[config.mk]
export PLATFORM = sky130hd
export DESIGN_NAME = axi_port_arbiter_flat
export DESIGN_NICKNAME = d
export VERILOG_FILES = /design/src/rtl/axi_port_arbiter_if.sv /design/src/rtl/axi_port_arbiter.sv /design/src/flat_wrapper.sv
export SDC_FILE = /design/constraint.sdc
export NUM_CORES = 1
export LEC_CHECK = 0
export ABC_AREA = 1
export CAP_MARGIN = 20
export CORE_AREA = 2 2 210 212
export DETAILED_ROUTE_END_ITERATION = 7
export DIE_AREA = 0 0 212 214
export PLACE_DENSITY = 0.51
export RECOVER_POWER = 50
export SLEW_MARGIN = 20
export SYNTH_ARGS = -nofsm -noshare
export SYNTH_HDL_FRONTEND = slang
export SYNTH_SLANG_ARGS = --single-unit
[constraint.sdc]
create_clock -name clk -period 1.5 [get_ports clk]
set_input_delay 0.3 -clock clk [delete_from_list [all_inputs] [get_ports clk]]
set_output_delay 0.3 -clock clk [all_outputs]
set_load 0.05 [all_outputs]
[src/rtl/axi_port_arbiter_if.sv]
`default_nettype none
`timescale 1ns/1ps
// ============================================================================
// Module      : axi_port_arbiter_if
// Description : Bundle of requester (IF, LS), bridge-side and debug signals
//               around axi_port_arbiter.
//               slave  : arbiter view (takes requests, drives the bridge).
//               master : environment view (requesters and bridge).
// Revision    : 1.0 - initial release
// ============================================================================
interface axi_port_arbiter_if #(
  parameter int DATA_WIDTH = 64,
  parameter int ADDR_WIDTH = 64
);
  // Instruction fetch requester (read only)
  logic                  if_req;
  logic [ADDR_WIDTH-1:0] if_addr;
  logic [DATA_WIDTH-1:0] if_rdata;
  logic                  if_rvalid;
  // Load/store requester
  logic                  ls_rd_req;
  logic                  ls_wr_req;
  logic [ADDR_WIDTH-1:0] ls_addr;
  logic [DATA_WIDTH-1:0] ls_wdata;
  logic [7:0]            ls_wmask;
  logic [DATA_WIDTH-1:0] ls_rdata;
  logic                  ls_rvalid;
  logic                  ls_wready;
  // Bridge request port
  logic [ADDR_WIDTH-1:0] m_addr;
  logic                  m_rd_valid;
  logic [DATA_WIDTH-1:0] m_rdata;
  logic                  m_rvalid;
  logic                  m_wr_valid;
  logic [DATA_WIDTH-1:0] m_wdata;
  logic [7:0]            m_wmask;
  logic                  m_wready;
  // Debug: 0 idle, 1 IF, 2 LS read, 3 LS write
  logic [1:0]            owner;

  modport slave (
    input  if_req, if_addr,
    input  ls_rd_req, ls_wr_req, ls_addr, ls_wdata, ls_wmask,
    input  m_rdata, m_rvalid, m_wready,
    output if_rdata, if_rvalid,
    output ls_rdata, ls_rvalid, ls_wready,
    output m_addr, m_rd_valid, m_wr_valid, m_wdata, m_wmask,
    output owner
  );

  modport master (
    output if_req, if_addr,
    output ls_rd_req, ls_wr_req, ls_addr, ls_wdata, ls_wmask,
    output m_rdata, m_rvalid, m_wready,
    input  if_rdata, if_rvalid,
    input  ls_rdata, ls_rvalid, ls_wready,
    input  m_addr, m_rd_valid, m_wr_valid, m_wdata, m_wmask,
    input  owner
  );
endinterface
`default_nettype wire

[src/rtl/axi_port_arbiter.sv]
`default_nettype none
`timescale 1ns/1ps
// ============================================================================
// Module      : axi_port_arbiter
// Description : Shares the bridge request port between the instruction fetch
//               unit (reads) and the load/store unit (reads and writes).
//               One whole transaction is granted at a time, its command is
//               latched and forwarded, and the response is routed back to the
//               owner only. Round-robin priority between IF and LS.
// Ports       : clk, rst  - clock, synchronous active-high reset
//               bus        - axi_port_arbiter_if.slave (requesters, bridge,
//                            owner debug code)
// Revision    : 1.0 - initial release
// ============================================================================
module axi_port_arbiter #(
  parameter int DATA_WIDTH = 64,
  parameter int ADDR_WIDTH = 64,
  parameter bit IF_FIRST   = 1'b1
) (
  input  logic               clk,
  input  logic               rst,
  axi_port_arbiter_if.slave  bus
);

  // Encoding doubles as the owner debug code.
  typedef enum logic [1:0] {
    S_IDLE  = 2'd0,
    S_IF_RD = 2'd1,
    S_LS_RD = 2'd2,
    S_LS_WR = 2'd3
  } state_t;

  state_t                state_q, state_d;
  logic                  prio_q,  prio_d;    // 1: IF preferred on a tie
  logic [ADDR_WIDTH-1:0] addr_q,  addr_d;
  logic [DATA_WIDTH-1:0] wdata_q, wdata_d;
  logic [7:0]            wmask_q, wmask_d;

  logic if_cand;
  logic ls_cand;
  logic if_wins;

  always_ff @(posedge clk) begin
    if (rst) begin
      state_q <= S_IDLE;
      prio_q  <= IF_FIRST;
      addr_q  <= '0;
      wdata_q <= '0;
      wmask_q <= '0;
    end else begin
      state_q <= state_d;
      prio_q  <= prio_d;
      addr_q  <= addr_d;
      wdata_q <= wdata_d;
      wmask_q <= wmask_d;
    end
  end

  always_comb begin
    state_d = state_q;
    prio_d  = prio_q;
    addr_d  = addr_q;
    wdata_d = wdata_q;
    wmask_d = wmask_q;

    if_cand = bus.if_req;
    ls_cand = bus.ls_rd_req | bus.ls_wr_req;
    if_wins = if_cand & (~ls_cand | prio_q);

    case (state_q)
      S_IDLE: begin
        if (if_wins) begin
          state_d = S_IF_RD;
          addr_d  = bus.if_addr;
        end else if (ls_cand) begin
          addr_d = bus.ls_addr;
          // A pending write is taken before a pending read from LS.
          if (bus.ls_wr_req) begin
            state_d = S_LS_WR;
            wdata_d = bus.ls_wdata;
            wmask_d = bus.ls_wmask;
          end else begin
            state_d = S_LS_RD;
          end
        end
      end
      // Completion always returns to idle, which guarantees one idle cycle
      // between grants, and hands priority to the other requester.
      S_IF_RD: begin
        if (bus.m_rvalid) begin
          state_d = S_IDLE;
          prio_d  = 1'b0;
        end
      end
      S_LS_RD: begin
        if (bus.m_rvalid) begin
          state_d = S_IDLE;
          prio_d  = 1'b1;
        end
      end
      S_LS_WR: begin
        if (bus.m_wready) begin
          state_d = S_IDLE;
          prio_d  = 1'b1;
        end
      end
      default: state_d = S_IDLE;
    endcase
  end

  // Bridge side is driven only from latched values.
  assign bus.m_addr     = addr_q;
  assign bus.m_wdata    = wdata_q;
  assign bus.m_wmask    = wmask_q;
  assign bus.m_rd_valid = (state_q == S_IF_RD) | (state_q == S_LS_RD);
  assign bus.m_wr_valid = (state_q == S_LS_WR);
  assign bus.owner      = state_q;

  // Response routing: pulses reach only the current owner; stray responses
  // in any other state are dropped.
  assign bus.if_rdata  = bus.m_rdata;
  assign bus.ls_rdata  = bus.m_rdata;
  assign bus.if_rvalid = bus.m_rvalid & (state_q == S_IF_RD);
  assign bus.ls_rvalid = bus.m_rvalid & (state_q == S_LS_RD);
  assign bus.ls_wready = bus.m_wready & (state_q == S_LS_WR);

endmodule
`default_nettype wire

[src/flat_wrapper.sv]
// flat-port wrapper written by rule: the top's interface ports become plain ports
module axi_port_arbiter_flat 
#(
  parameter int DATA_WIDTH = 64,
  parameter int ADDR_WIDTH = 64,
  parameter bit IF_FIRST   = 1'b1
)
  (clk, rst, bus_if_req, bus_if_addr, bus_ls_rd_req, bus_ls_wr_req, bus_ls_addr, bus_ls_wdata, bus_ls_wmask, bus_m_rdata, bus_m_rvalid, bus_m_wready, bus_if_rdata, bus_if_rvalid, bus_ls_rdata, bus_ls_rvalid, bus_ls_wready, bus_m_addr, bus_m_rd_valid, bus_m_wr_valid, bus_m_wdata, bus_m_wmask, bus_owner);
  axi_port_arbiter_if #(.DATA_WIDTH(DATA_WIDTH), .ADDR_WIDTH(ADDR_WIDTH)) bus_i ();
  input  logic clk;
  input  logic rst;
  input wire logic [$bits(bus_i.if_req)-1:0] bus_if_req;
  input wire logic [$bits(bus_i.if_addr)-1:0] bus_if_addr;
  input wire logic [$bits(bus_i.ls_rd_req)-1:0] bus_ls_rd_req;
  input wire logic [$bits(bus_i.ls_wr_req)-1:0] bus_ls_wr_req;
  input wire logic [$bits(bus_i.ls_addr)-1:0] bus_ls_addr;
  input wire logic [$bits(bus_i.ls_wdata)-1:0] bus_ls_wdata;
  input wire logic [$bits(bus_i.ls_wmask)-1:0] bus_ls_wmask;
  input wire logic [$bits(bus_i.m_rdata)-1:0] bus_m_rdata;
  input wire logic [$bits(bus_i.m_rvalid)-1:0] bus_m_rvalid;
  input wire logic [$bits(bus_i.m_wready)-1:0] bus_m_wready;
  output wire logic [$bits(bus_i.if_rdata)-1:0] bus_if_rdata;
  output wire logic [$bits(bus_i.if_rvalid)-1:0] bus_if_rvalid;
  output wire logic [$bits(bus_i.ls_rdata)-1:0] bus_ls_rdata;
  output wire logic [$bits(bus_i.ls_rvalid)-1:0] bus_ls_rvalid;
  output wire logic [$bits(bus_i.ls_wready)-1:0] bus_ls_wready;
  output wire logic [$bits(bus_i.m_addr)-1:0] bus_m_addr;
  output wire logic [$bits(bus_i.m_rd_valid)-1:0] bus_m_rd_valid;
  output wire logic [$bits(bus_i.m_wr_valid)-1:0] bus_m_wr_valid;
  output wire logic [$bits(bus_i.m_wdata)-1:0] bus_m_wdata;
  output wire logic [$bits(bus_i.m_wmask)-1:0] bus_m_wmask;
  output wire logic [$bits(bus_i.owner)-1:0] bus_owner;
  assign bus_i.if_req = bus_if_req;
  assign bus_i.if_addr = bus_if_addr;
  assign bus_i.ls_rd_req = bus_ls_rd_req;
  assign bus_i.ls_wr_req = bus_ls_wr_req;
  assign bus_i.ls_addr = bus_ls_addr;
  assign bus_i.ls_wdata = bus_ls_wdata;
  assign bus_i.ls_wmask = bus_ls_wmask;
  assign bus_i.m_rdata = bus_m_rdata;
  assign bus_i.m_rvalid = bus_m_rvalid;
  assign bus_i.m_wready = bus_m_wready;
  assign bus_if_rdata = bus_i.if_rdata;
  assign bus_if_rvalid = bus_i.if_rvalid;
  assign bus_ls_rdata = bus_i.ls_rdata;
  assign bus_ls_rvalid = bus_i.ls_rvalid;
  assign bus_ls_wready = bus_i.ls_wready;
  assign bus_m_addr = bus_i.m_addr;
  assign bus_m_rd_valid = bus_i.m_rd_valid;
  assign bus_m_wr_valid = bus_i.m_wr_valid;
  assign bus_m_wdata = bus_i.m_wdata;
  assign bus_m_wmask = bus_i.m_wmask;
  assign bus_owner = bus_i.owner;
  axi_port_arbiter #(.DATA_WIDTH(DATA_WIDTH), .ADDR_WIDTH(ADDR_WIDTH), .IF_FIRST(IF_FIRST)) u_core (.clk(clk), .rst(rst), .bus(bus_i));
endmodule
== Word level (Yosys, flattened, before mapping) ==
Cells that the tools add are included.
Operators by class
  equal/unequal tests: 8
  bitwise gates (word level): 9
  muxes and demuxes: 12
  reductions and logical operators: 8
Operators with widths (count)
  $mux W64: 2
  $mux W2: 4
  $reduce_and A4 Y1: 2
  $ne A2 B2 Y1 const B: 3
  $pmux W2 S3: 1
  $and A1 B1 Y1: 4
  $eq A2 B2 Y1 const B: 2
  $mux W1: 4
  $ne A3 B1 Y1 const B: 1
  $or A1 B1 Y1: 3
  $pmux W1 S3: 1
  $reduce_and A3 Y1: 1
  $reduce_bool A3 Y1: 1
  $eq A2 B1 Y1 const B: 1
  $logic_not A2 Y1: 1
  $ne A2 B1 Y1 const B: 1
  $not A1 Y1: 2
  $reduce_and A2 Y1: 1
  $reduce_bool A2 Y1: 1
  $reduce_or A2 Y1: 1
Word-level totals
  register bits: 139
  input bits: 271
  output and inout bits: 271
  word-level logic and storage cells: 42

== Depth between registers and ports, before layout ==
Gate-level depths: netlist of the first run.
  depth after elaboration: 6
  depth in mapped cells: 11

== Worst setup path after synthesis of the first run ==
No wires, ideal clock.
  path kind: flip-flop to output port
  start: register u_core.state_q[0], in the netlist u_core.bus.owner[0]
  end: output bus_ls_wready
  arrival: 1717 ps
  stages on the path, launching flop included: 4
  slack: -517 ps
  cells stage by stage: dfxtp_1 -> ha_1 -> nand2_1 -> inv_1
Between the ends
  cells in the longest elaborated chain, start to end: 2
RTL lines
  start: declaration: RTL line axi_port_arbiter.sv:33  | state_t state_q, state_d;
  start signal: assignment: RTL line axi_port_arbiter.sv:51  | state_q <= state_d;
  $eq A2 B2 Y1
  named net bus_m_wr_valid: RTL line flat_wrapper.sv:29  | output wire logic [$bits(bus_i.m_wr_valid)-1:0] bus_m_wr_valid;
  $and A1 B1 Y1: RTL line axi_port_arbiter.sv:125  | assign bus.ls_wready = bus.m_wready & (state_q == S_LS_WR);
  end: declaration: RTL line flat_wrapper.sv:26  | output wire logic [$bits(bus_i.ls_wready)-1:0] bus_ls_wready;
The timed path passes the listed nets, and every way through them passes these cells.

== Worst setup path in the final report of the first run ==
  start: register u_core.state_q[1], in the netlist u_core.bus.owner[1]
  end: output bus_m_wr_valid
Between the ends
  cells in the longest elaborated chain, start to end: 1
RTL lines
  $eq A2 B2 Y1: RTL line axi_port_arbiter.sv:116  | assign bus.m_wr_valid = (state_q == S_LS_WR);
  end: declaration: RTL line flat_wrapper.sv:29
Every way passes these cells.

==> results.yml, run 1 <==
worst_setup_path:
  crit_arrival_ns: 1.38
  max_stage_delay_ns: 0.34
  crit_chain: "buf_6, ha_4, buf_4, buf_12"
  critPathLaunchType: "flip-flop"
  regToRegStartpoint: "u_core.bus.owner[1]$_SDFFE_PP0P_"
  endpoint_kind: "output pin"
  r2r_cells: 10
  worstPathMaxFanout: 3
  slowest_stage: "dfxtp_4"
  worstSetupPathType: "reg2out"
  r2r-end: "u_core.bus.owner[1]$_SDFFE_PP0P_"
  worstPathRequired_ns: 1.20
  reg2reg_slack_ns: 0.04
clocking:
  max-clock-path-buffers: 2
  clock-root-buffer: "clkbuf_16"
  htreeDepth: 4
  cts_tree: "built"
  cts_sinks: 139
  cts_buffers: 17
  clk_pin_slew_ns: 0.06
  clock_latency_ns: 0.44
logic_synthesis:
  synth_common_cells: "inv_1, nand2_1, nor2_1"
  synthCells: 1346
  synth.most_common_cell: "inv_1"
  ys_seq_area_share_pct: 33.8
  synth_top_cell_area_share_pct: 33.8
  netlist_area_mm2: 0.00824
  synth_area_leaders: "dfxtp_1, inv_1, nand2_1"
  ys_types: 16
  syn-num-nets: 1621
  yosys_warnings: 0
  synthFlopType: "dfxtp_1"
  yosys_register_bits: 139
  avgSynthCellArea_um2: 6.12
  synthArstFlopShare_pct: 0
  yosysTopAreaCell: "dfxtp_1"
  synth_edf_count: 0
power_and_ir_drop:
  power.density_mw_per_mm2: 2000
  irDropWorstVdd_uv: 773
  p_total_mw: 25.7
  p_leak_nw: 6.61
global_route:
  grt_max_degree: 65
  use_met3_pct: 5.95
  top_usage_layer: "met2"
  grt_usage_pct: 12.8
  grt_pass1_vias: 7776
  antenna_found_initial: 1
  grt_use_met2_pct: 21.7
  overflow: 0
  grt_pass1_wl_mm: 43.9
  met1_usage_pct: 13.8
flow_run:
  drv_cap: 0
timing:
  holdWs_ns: 0.157
  grt_setup_unrepaired: "true"
  period_needed_ns: 1.68
  max_freq_mhz: 594
  fin_crit_sh_pct: 112
  setup_viol: 5
  final-hold-violation-count: 0
  maxSlewViolCount: 0
  setup_ws_ns: -0.183
  worst_pin_slew_ns: 0.329
  skew_ns: 0.00941
  slew_headroom_pct: 78.1
layout:
  syn2layout_area_growth_pct: 55.9
  fin_nets: 1823
  drive_gt1_share_pct: 15.6
  nFillCells: 4696
  final_area_mm2: 0.0129
worst_hold_path:
  hp-class: "in2reg"
  whs_endpoint: "u_core.bus.owner[0]$_SDFFE_PP0P_"
  holdCritStartpoint: "rst"
  holdPathStages: 2
placement:
  dpl_cell_area_mm2: 0.0131
  place.gp.congestion: 0.754
  dp_hpwl_mm: 22.5
  portBuffers: 349
detailed_routing:
  vias: 8299
  wl_per_cell_um: 13.9
  drt-initial-drc-count: 398
  drc: 0
  first_pass_iters: 6
  viasPerCell: 3.87
  finalWirelength_mm: 29.7
  drtAntennaViolNets: 0
run_status:
  status: "complete, but fails checks"
  violations: "negative setup slack"
floorplan:
  ios: 542
  dieArea_mm2: 0.0454
  fp.dieW_um: 212
  floorplan.initialDensity_pct: 19.2
  die_h_um: 214
  core_area_mm2: 0.0429
  fp-row-count: 76
==> per-stage QoR <==
step / std cells / setup TNS, ns / utilization, % / setup slack [ns]
final: 2146 / -0.683 / 30.0 / -0.183
after global routing: 2145 / -1.15 / 30.0 / -0.244
after CTS: 2144 / -0.974 / 32.3 / -0.224
after detailed placement: 2109 / -35.63 / 30.6 / -0.314
after global placement: 2109 / -31.77 / 30.6 / -0.269
after floorplan: 1346 / -0.712 / - / -0.0235
==> sequential cells by signal, indices dropped and copies added (netlist names) <==
| register | cells |
|---|---|
| u_core.prio_q | 1 |
| u_core.bus.owner | 2 |
| u_core.bus.m_wdata | 64 |
| u_core.bus.m_addr | 64 |
| u_core.bus.m_wmask | 8 |
==> logic make-up (layout without fill, tap and decap cells) <==
group	count (synthesis)	in the layout	synth area share [%]
simple gates	694	694	35.8
compound gates	7	7	0.425
fa+ha+maj	4	4	0.607
buf+inv	502	716	29.4
other cells	0	1	0
flops	139	139	33.8
==> routing by layer <==
| layer | vias up | part of all wire [%] |
|---|---|---|
| li1 | 4253 | - |
| met1 | 3611 | 39 |
| met2 | 398 | 48 |
| met3 | 37 | 10 |
| met4 | 0 | 2.6 |
| met5 | - | 0 |
==> layout by cell type (no fill, tap or decap), types with 19 or more instances in the layout <==
| cell | count |
|---|---|
| nand4_1 | 72 |
| nor2_1 | 204 |
| clkbuf_16 | 19 |
| nand3_1 | 129 |
| buf_12 | 90 |
| inv_1 | 286 |
| nand2_1 | 280 |
| clkbuf_2 | 71 |
| clkdlybuf4s50_1 | 203 |
| buf_4 | 21 |
| dfxtp_1 | 137 |
==> how the worst max path moves through the flow <==
stage | startpoint | end | slack, ns | cells past startpoint
2_1_floorplan | u_core.bus.owner[0]$_SDFFE_PP0P_ | u_core.bus.m_addr[55]$_SDFFE_PP0P_ | -0.02 | 11
3_3_place_gp | bus_ls_rd_req | u_core.bus.m_addr[56]$_SDFFE_PP0P_ | -0.27 | 8
3_5_place_dp | bus_ls_rd_req | u_core.bus.m_wdata[32]$_SDFFE_PP0P_ | -0.31 | 8
4_1_cts | u_core.bus.owner[1]$_SDFFE_PP0P_ | bus_ls_wready | -0.22 | 5
5_1_grt | u_core.bus.owner[0]$_SDFFE_PP0P_ | bus_ls_wready | -0.24 | 5
6_report | u_core.bus.owner[1]$_SDFFE_PP0P_ | bus_m_wr_valid | -0.18 | 4
==> critical path, delay by kind of cell, from the launching register on <==
kind	cells	cell delay [ns]
flip-flops	1	0.34
adder cells (fa/ha/maj)	1	0.18
buffers and inverters	3	0.43
==> area by class of cell <==
class | count | area [µm²] | share of cell area, %
well taps | 585 | 732 | 5.70
diodes | 1 | 2.50 | 0.0195
clock inverters | 10 | 163 | 1.27
repair buffers | 392 | 4420 | 34.4
multi-input cells | 705 | 3150 | 24.5
inverters | 293 | 1110 | 8.65
flip-flops and latches | 139 | 2790 | 21.7
clock buffers | 21 | 482 | 3.75
==> where the power goes <==
group / total [mW] / leakage, nW / switching (mW) / internal, mW
registers: 5.92 / 1.15 / 0.965 / 4.96
clock network: 4.73 / 0.310 / 1.77 / 2.96
logic: 15.1 / 5.14 / 9.26 / 5.79
==> repair_timing <==
item                                    in CTS  in global routing
pin swaps                                    1                  1
setup buffers                                4                  1
endpoints found under the setup margin       5                 20
cloned                                       0                  1
hold buffers                                 0                  0
gates resized for setup                     14                 12
No activity file was read; power rests on OpenSTA's default activity.
==> run 2: changes to the inputs <==
--- a/config.mk
+++ b/config.mk
@@ -16,3 +16,4 @@
 export SYNTH_ARGS = -nofsm -noshare
 export SYNTH_HDL_FRONTEND = slang
 export SYNTH_SLANG_ARGS = --single-unit
+export TNS_END_PERCENT = 20
==> run 2 against run 1 <==
The flow still finishes with violations (negative setup slack). Highest routed layer is now met5. Design area decreased by 0.39%. Total power is 1.7% lower. Via count is 0.25% lower. Register-to-register slack improved by 0.06 ns. Setup slack worse by 0.022 ns. Count of clock-buffer cells in the layout increased by 1. First-iteration DRC count up 24%. Largest cell class unchanged. Maximum frequency fell by 1.3%.
==> results.yml, run 2 (synthesis gave the netlist of run 1 again) <==
global_route:
  overflow: 0
  grt_pass1_vias: 8021
  grt_pass1_wl_mm: 45.5
  antenna_found_initial: 1
  grt_max_degree: 65
  grt_usage_pct: 13.2
worst_setup_path:
  crit_arrival_ns: 1.40
  r2r_cells: 8
  max_stage_delay_ns: 0.34
  crit_chain: "buf_6, ha_4, nand2_4, clkinvlp_4, buf_12"
  r2r-end: "u_core.bus.m_wdata[10]$_SDFFE_PP0P_"
  reg2reg_slack_ns: 0.10
  worstPathMaxFanout: 3
  worstPathRequired_ns: 1.20
  worstSetupPathType: "reg2out"
  slowest_stage: "dfxtp_4"
  regToRegStartpoint: "u_core.bus.owner[1]$_SDFFE_PP0P_"
  endpoint_kind: "output pin"
  critPathLaunchType: "flip-flop"
timing:
  period_needed_ns: 1.70
  slew_headroom_pct: 75.7
  max_freq_mhz: 587
  skew_ns: 0.00694
  setup_ws_ns: -0.204
  grt_setup_unrepaired: "true"
  fin_crit_sh_pct: 114
  maxSlewViolCount: 0
  setup_viol: 6
  setup-tns-final_ns: -0.895
  worst_pin_slew_ns: 0.364
  final-hold-violation-count: 0
layout:
  nFillCells: 4720
  drive_gt1_share_pct: 15.9
  fin_nets: 1830
  syn2layout_area_growth_pct: 55.3
  mostFrequentLayoutCells: "inv_1, nand2_1, nor2_1"
  utilization_pct: 29.8
  layout_commonest_cell: "inv_1"
run_status:
  violations: "negative setup slack"
  status: "complete, but fails checks"
detailed_routing:
  viasPerCell: 3.84
  wl_per_cell_um: 13.9
  drtAntennaViolNets: 0
  drt-initial-drc-count: 492
  wl_met3_mm: 2.81
  first_pass_iters: 6
  vias: 8278
  drc: 0
  wl_met2_mm: 14.3
  top_layer_used: "met5"
  finalWirelength_mm: 29.9
  wl_met1_mm: 11.9
power_and_ir_drop:
  power.density_mw_per_mm2: 1970
  p_leak_nw: 6.57
  p_total_mw: 25.3
  irDropWorstVdd_uv: 898
placement:
  portBuffers: 349
  dp_hpwl_mm: 22.4
  place.gp.congestion: 0.773
worst_hold_path:
  whs_endpoint: "u_core.bus.owner[0]$_SDFFE_PP0P_"
  holdCritStartpoint: "bus_ls_wr_req"
  hp-class: "in2reg"
  holdPathStages: 6
clocking:
  hold_buffers: 0
  clock-root-buffer: "clkbuf_16"
  max-clock-path-buffers: 2
  htreeDepth: 4
  cts_sinks: 139
  clock_latency_ns: 0.45
  cts_tree: "built"
  cts_buffers: 17
  clk_pin_slew_ns: 0.06
floorplan:
  floorplan.initialDensity_pct: 19.2
  fp-row-count: 76
  die_h_um: 214
  fp.dieW_um: 212
  core_area_mm2: 0.0429
  ios: 542
  dieArea_mm2: 0.0454
flow_run:
  drv_cap: 0
run 2: cell count changes in the layout (fill, tap and decap cells not counted), sizes merged:
cell	previous run	this run
clkinvlp	3	5
clkinv	4	5
buf	117	129
bufinv	4	1
clkbuf	93	89
run 2: what timing repair did:
item                                    CTS  global route
gates resized for setup                  13             8
buffers inserted                          4             1
gates cloned                              0             0
pin swaps                                 1             2
endpoints found under the setup margin    5            36
run 2: final cells by class:
type / instances / area, µm² / area share [%]
timing repair buffer: 399 / 4460 / 34.8
multi-input combinational: 705 / 3120 / 24.4
sequential: 139 / 2790 / 21.8
inverter: 293 / 1110 / 8.66
tap: 585 / 732 / 5.72
clock buffer: 22 / 495 / 3.87
clock inverter: 10 / 88.8 / 0.694
antenna: 1 / 2.50 / 0.0195
run 2: metrics by stage:
stage | hold slack (ns) | setup WS [ns] | std cells | instance area (µm²)
floorplan | 0.443 | -0.0247 | 1346 | 8290
global route | 0.392 | -0.269 | 2153 | 12800
finish | 0.376 | -0.204 | 2154 | 12800
CTS | 0.323 | -0.258 | 2152 | 13800
detailed placement | 0.474 | -0.333 | 2116 | 13100
global placement | 0.473 | -0.268 | 2116 | 13100
run 2: worst max path at each step:
stage,from,end
floorplan,u_core.bus.owner[1]$_SDFFE_PP0P_,u_core.bus.m_wmask[6]$_SDFFE_PP0P_
global placement,bus_ls_rd_req,u_core.bus.m_wdata[55]$_SDFFE_PP0P_
detailed placement,bus_ls_rd_req,u_core.bus.m_wdata[10]$_SDFFE_PP0P_
CTS,u_core.bus.owner[1]$_SDFFE_PP0P_,bus_ls_wready
global route,u_core.bus.owner[0]$_SDFFE_PP0P_,bus_ls_wready
finish,u_core.bus.owner[0]$_SDFFE_PP0P_,bus_ls_wready
run 2: report_power, final:
| part | total (mW) | internal, mW | switching (mW) |
|---|---|---|---|
| registers | 5.93 | 4.97 | 0.962 |
| clock network | 4.25 | 2.50 | 1.76 |
| logic | 15.1 | 5.72 | 9.36 |
run 2: worst max-delay path: cells and delay by family (launching register included):
| kind | cells | cell delay (ns) |
|---|---|---|
| flip-flops | 1 | 0.34 |
| adder cells (fa/ha/maj) | 1 | 0.18 |
| buffers and inverters | 3 | 0.36 |
| AND/OR/NAND/NOR | 1 | 0.07 |
run 2: layer usage:
metal,vias to the layer above,track usage (%)
met5,-,0
met1,3587,14.3
met2,372,22.4
met4,2,5.89
met3,45,5.32
li1,4272,-
